==> config.mk <==
export PLATFORM = sky130hd
export DESIGN_NAME = flopr_pipe
export DESIGN_NICKNAME = d
export VERILOG_FILES = /design/src/rtl/flopr_pkg.sv /design/src/rtl/flopr_stage.sv /design/src/rtl/flopr_pipe.sv
export SDC_FILE = /design/constraint.sdc
export NUM_CORES = 1
export LEC_CHECK = 0
export CAP_MARGIN = 40
export CORE_ASPECT_RATIO = 1.25
export CORE_MARGIN = 2
export CORE_UTILIZATION = 50
export DETAILED_ROUTE_END_ITERATION = 6
export GPL_ROUTABILITY_DRIVEN = 0
export GPL_TIMING_DRIVEN = 0
export HOLD_SLACK_MARGIN = 0.02
export PLACE_DENSITY = 0.87
export SLEW_MARGIN = 40
export SYNTH_ARGS = -nofsm -noshare
export SYNTH_HDL_FRONTEND = slang
export SYNTH_SLANG_ARGS = --single-unit
export TNS_END_PERCENT = 10
==> constraint.sdc <==
create_clock -name clk -period 2.25 [get_ports clk]
set_input_delay 0.45 -clock clk [delete_from_list [all_inputs] [get_ports clk]]
set_output_delay 0.45 -clock clk [all_outputs]
set_load 0.02 [all_outputs]
==> src/rtl/flopr_pkg.sv <==
// Shared definitions for the flopr pipeline register family.
//   WORD_W : default data word width
//   word_t : default-width data word
//   cnt_w  : width of an occupancy counter able to hold 0..depth
package flopr_pkg;

    localparam int unsigned WORD_W = 64;

    typedef logic [WORD_W-1:0] word_t;

    function automatic int unsigned cnt_w(input int unsigned depth);
        return $clog2(depth + 1);
    endfunction

endpackage

==> src/rtl/flopr_stage.sv <==
// One pipeline stage: N-bit data register plus valid bit.
//   clk       : clock, all updates on posedge
//   reset     : synchronous active-high reset (valid and data to 0)
//   clr       : synchronous clear (valid and data to 0)
//   load      : stage accepts valid_in/d this cycle
//   valid_in  : incoming valid bit
//   d         : incoming data word
//   valid_out : stage holds a valid word
//   q         : stage data register
module flopr_stage
    import flopr_pkg::*;
#(
    parameter int unsigned N = WORD_W
) (
    input  logic         clk,
    input  logic         reset,
    input  logic         clr,
    input  logic         load,
    input  logic         valid_in,
    input  logic [N-1:0] d,
    output logic         valid_out,
    output logic [N-1:0] q
);

    logic         valid_q, valid_d;
    logic [N-1:0] data_q, data_d;

    always_comb begin
        valid_d = valid_q;
        data_d  = data_q;
        if (clr) begin
            valid_d = 1'b0;
            data_d  = '0;
        end else if (load) begin
            // A bubble clears valid but leaves the old data in place.
            valid_d = valid_in;
            if (valid_in) begin
                data_d = d;
            end
        end
    end

    always_ff @(posedge clk) begin
        if (reset) begin
            valid_q <= 1'b0;
            data_q  <= '0;
        end else begin
            valid_q <= valid_d;
            data_q  <= data_d;
        end
    end

    assign valid_out = valid_q;
    assign q         = data_q;

endmodule

==> src/rtl/flopr_pipe.sv <==
// DEPTH-stage elastic pipeline register with valid/ready handshake,
// bubble collapse, synchronous flush and occupancy count.
//   clk       : clock, all updates on posedge
//   reset     : synchronous active-high reset, wins over flush
//   flush     : synchronous clear of all in-flight words
//   in_valid  : upstream presents a word on d
//   in_ready  : pipeline accepts a word this cycle
//   d         : input data word
//   out_valid : q holds a valid word
//   out_ready : downstream accepts q this cycle
//   q         : output data word (last stage)
//   count     : number of valid words held
module flopr_pipe
    import flopr_pkg::*;
#(
    parameter int unsigned N     = WORD_W,
    parameter int unsigned DEPTH = 4
) (
    input  logic                      clk,
    input  logic                      reset,
    input  logic                      flush,
    input  logic                      in_valid,
    output logic                      in_ready,
    input  logic [N-1:0]              d,
    output logic                      out_valid,
    input  logic                      out_ready,
    output logic [N-1:0]              q,
    output logic [cnt_w(DEPTH)-1:0]   count
);

    localparam int unsigned CW = cnt_w(DEPTH);

    logic [DEPTH:0]   ready;
    logic [DEPTH-1:0] valid;
    logic [N-1:0]     data [DEPTH];
    logic             slot_free;
    logic             in_fire, out_fire;
    logic [CW-1:0]    count_q, count_d;

    // ready[k] = !valid[k] || ready[k+1], unrolled as "downstream ready or
    // any empty stage at or beyond k" so no bit feeds back into the vector.
    always_comb begin
        ready        = '0;
        slot_free    = out_ready;
        ready[DEPTH] = out_ready;
        for (int unsigned i = 0; i < DEPTH; i++) begin
            slot_free              = slot_free || !valid[DEPTH-1-i];
            ready[DEPTH-1-i]       = slot_free;
        end
    end

    for (genvar k = 0; k < DEPTH; k++) begin : g_stage
        logic         v_in;
        logic [N-1:0] d_in;

        if (k == 0) begin : g_head
            assign v_in = in_valid;
            assign d_in = d;
        end else begin : g_body
            assign v_in = valid[k-1];
            assign d_in = data[k-1];
        end

        flopr_stage #(
            .N(N)
        ) u_stage (
            .clk       (clk),
            .reset     (reset),
            .clr       (flush),
            .load      (ready[k]),
            .valid_in  (v_in),
            .d         (d_in),
            .valid_out (valid[k]),
            .q         (data[k])
        );
    end

    assign in_ready  = ready[0] && !reset;
    assign out_valid = valid[DEPTH-1];
    assign q         = data[DEPTH-1];
    assign in_fire   = in_valid && in_ready;
    assign out_fire  = out_valid && out_ready;

    always_comb begin
        count_d = count_q;
        if (flush) begin
            count_d = '0;
        end else begin
            count_d = count_q + CW'(in_fire) - CW'(out_fire);
        end
    end

    always_ff @(posedge clk) begin
        if (reset) begin
            count_q <= '0;
        end else begin
            count_q <= count_d;
        end
    end

    assign count = count_q;

endmodule

==> results.md <==
* Status: completed
* Asr flop ratio synth at 0%
* Clock power frac at a little over two fifths
* Top cells by area, synth: dfxtp_1 (49%), nand4_1 (11%), mux2i_1 (6.0%), nand3_1 (6.0%), a32oi_1 (5.2%)
* Leakage power at about 0.0046 uW
* Critical path class: reg -> reg
* Most common cell in the netlist: dfxtp_1
* Grt ovf at 0
* Setup slack after placement at -0.981 ns
* Power density cells at between 700 and 800 nW/um2
* CP top delay family: adder cells
* Share of cells above drive strength 1 at around 8.7%
* Vias in the first global route at between 10000 and 15000
* HP Class: reg -> reg
* Critical path depth in cells at 11
* Sequential share of power at between 50% and 60%
* Reg-to-reg setup timing slack at between 0.04 and 0.05 ns
* Slew headroom at 45.2%
* Ys Warns at 0
* IO Pins at 138
* DIE HEIGHT at between 150 and 200 um
* Worst slew pin tran at about 0.82 ns
* Avg Inst Size Synth at ~8.8 um2
* DP HPWL at 22.1 mm
* Seq cells post-synth at around 260
* EDFF count, synth at 0
* Max-slew violations at 0
* Worst Path Required at 2.64 ns
* Skew final at about 0.013 ns
* Reg2Reg Capture Point: count[2]
* Nets@finish at 1452
* Synth top area share at 49.3%
* Post-route minimum period at between 2 and 2.5 ns
* Switch share at 23.1%
* Final WS setup at 0.0448 ns
* Core box area at 20900 um2
* IO Port Bufs at 136
* Area after DPL at around 12000 um2
* Reg2Reg Depth at 11
* Antenna viol nets, final at 0
* CP arrival at between 2 and 3 ns
* Dpl cells at between 1500 and 2000
* Antenna diode count at 0
* Reg-to-reg startpoint: g_stage[2].u_stage.valid_out
* CP max FO at 4
* Share of the yosys chip area belonging to registers at about half
* CP Cell Sequence: and4b_2 -> a21oi_4 -> nand2_2 -> ha_4 -> inv_2 -> ha_4 -> inv_2 -> fa_2 -> xor2_2 -> xnor2_1 -> nor2_1
* CTS tree: built
* Met2 Usage GRT at about 46%
* Period utilisation layout at about 98%
* Met3 GRT Util at under 10%
* Crit-path slowest cell: fa_2
* Mapped Area at between 10000 and 15000 um2
* Slowest stage delay, CP at between 0.3 and 0.4 ns
* Root Buffer: clkbuf_16
* Die width at 135 um
* RSZ-0062 raised after global routing: true
* Initial DRC Count at roughly 1100
* Largest net degree at the start of global routing at 16
* Max Freq at between 0.4 and 0.5 GHz
* Drt wl/cell at roughly 19 um
* Hold path startpoint: g_stage[2].u_stage.q[27]
* Clk slew on worst S/H paths at roughly 0.06 ns
* CTS max path bufs at 3
* Final hold vios at 0
* # rows at a little under 60
* Initial antenna violation count at 0
* Synth top cells by count: dfxtp_1 (263), nand4_1 (192), nand2_1 (130), nand3_1 (128), o21ai_1 (75)
* Biggest area consumer among synthesized cells: dfxtp_1
* Post-route cell area at 13200 um2
* Synth Instances at 1213
* Setup crit end kind: flop
* Via density at 6.39
* WP buf/inv at 2
* All-Layer GR Usage at between 20% and 30%
* Internal power at between 7000 and 8000 uW
* H-tree lvl count at 1
* Final setup viols at 0
* GR Layer Usage met1 at 33.5%
* WHS Path Cells at 2
* Clock latency reported for the late side of the worst-skew pair at approximately 0.52 ns
* Layout Cells excl Fill at ~1700
* Type of origin of the critical path: flop
* Starting Density at between 50% and 60%
* First-pass GRT wire length at 50.4 mm
* Syn_nets at approximately 1300
* Top FF cell, synth: dfxtp_1
* DRC at 0
* Net Switching at roughly 2200 uW
* Via Count at about 11000
* Endpoint, Worst Hold: g_stage[2].u_stage.q[27]
* Post-synthesis cell type count at 34
* Max Cap Viol at 0
* Global route hottest layer: met2
* Util after Layout at a little under two thirds
* Sink Count at ~260
* Num CTS Buffers at 25
* Cts hold-fix bufs at 0
* Die area at ~23000 um2
* Routed wire length at approximately 32 mm
* Area grow syn2layout at 24.1%
* Maximum vdd drop at ~0.00058 V
* Gate power share at under 10%
* Router iterations before antenna repair at 7
[flip-flops by register name, summed over array words and instances (netlist names)]
name	cells
count	3
g_stage.u_stage.valid_out	4
g_stage.u_stage.q	256
[through the flow]
step	TNS [ns]	hold WS (ns)	power (uW)
finish	0	0.459	9430
global route	-0.0428	0.476	9670
CTS	0	0.460	9420
detailed placement	-37.49	0.450	5480
global placement	-26.11	0.444	5460
floorplan	-0.234	0.435	5190
[power groups by stage]
stage | Clock (uW) | Sequential (uW) | Combinational (uW)
2_1_floorplan | 0 | 4880 | 309
3_5_place_dp | 0 | 4900 | 584
3_3_place_gp | 0 | 4890 | 572
6_report | 4030 | 4790 | 609
4_1_cts | 4040 | 4790 | 590
5_1_grt | 4230 | 4800 | 647
[cell families after synthesis]
family                     synth area share (%)
AOI/OAI and AO/OA                          14.6
buffers and inverters                      6.58
and+or+nand+nor                            22.9
muxes                                      6.00
adders and majority gates                 0.422
DFF                                        49.3
xor gates and xnor gates                  0.164
[timing repair]
action	in CTS	in global routing
buffers inserted	3	3
gates resized for setup	7	7
pin swaps	3	5
setup endpoints to repair	3	2
[layout by cell type, fill, tap and decap left out, types with 2 or more instances in the layout]
cell type	instances
nor2_1	4
clkbuf_16	25
clkbuf_8	8
nand4_1	192
dfxtp_1	261
a32oi_1	63
clkbuf_1	79
nand2_1	129
o21ai_1	75
nand3_1	128
a21oi_1	68
buf_6	7
buf_2	52
ha_4	2
clkinv_2	4
buf_4	8
and2_1	2
mux2i_1	64
o21ai_0	54
buf_1	11
clkdlybuf4s50_1	134
inv_2	4
dfxtp_4	2
[per-layer routing]
| metal | up-vias | wire length (um) |
|---|---|---|
| met2 | 609 | 15400 |
| met3 | 155 | 2580 |
| met1 | 5026 | 12100 |
| li1 | 4880 | - |
| met5 | - | 0 |
| met4 | 0 | 1880 |
[cell type report]
class,count,area [um2]
fill,1688,7640
inverter,5,18.8
clock inverter,4,20.0
sequential,263,5270
tap,274,343
buffer,145,667
multi-input combinational,797,4760
clock buffer,39,758
timing repair buffer,143,1410
[worst min-delay path: cells and delay by family, from the launching register on]
family	cells	cell delay, ns
flops	1	0.31
mux	1	0.05
simple gates	1	0.05
[how the worst max path moves through the flow]
stage | endpoint | slack (ns) | startpoint
final | count[2] | 0.04 | g_stage[2].u_stage.valid_out
after global routing | count[2] | -0.04 | g_stage[2].u_stage.valid_out
after CTS | count[2] | 0.006 | g_stage[2].u_stage.valid_out
after detailed placement | count[2] | -0.98 | out_ready
after global placement | count[2] | -0.94 | out_ready
after floorplan | count[2] | -0.18 | out_ready
Power figures use the tool's default switching activity.
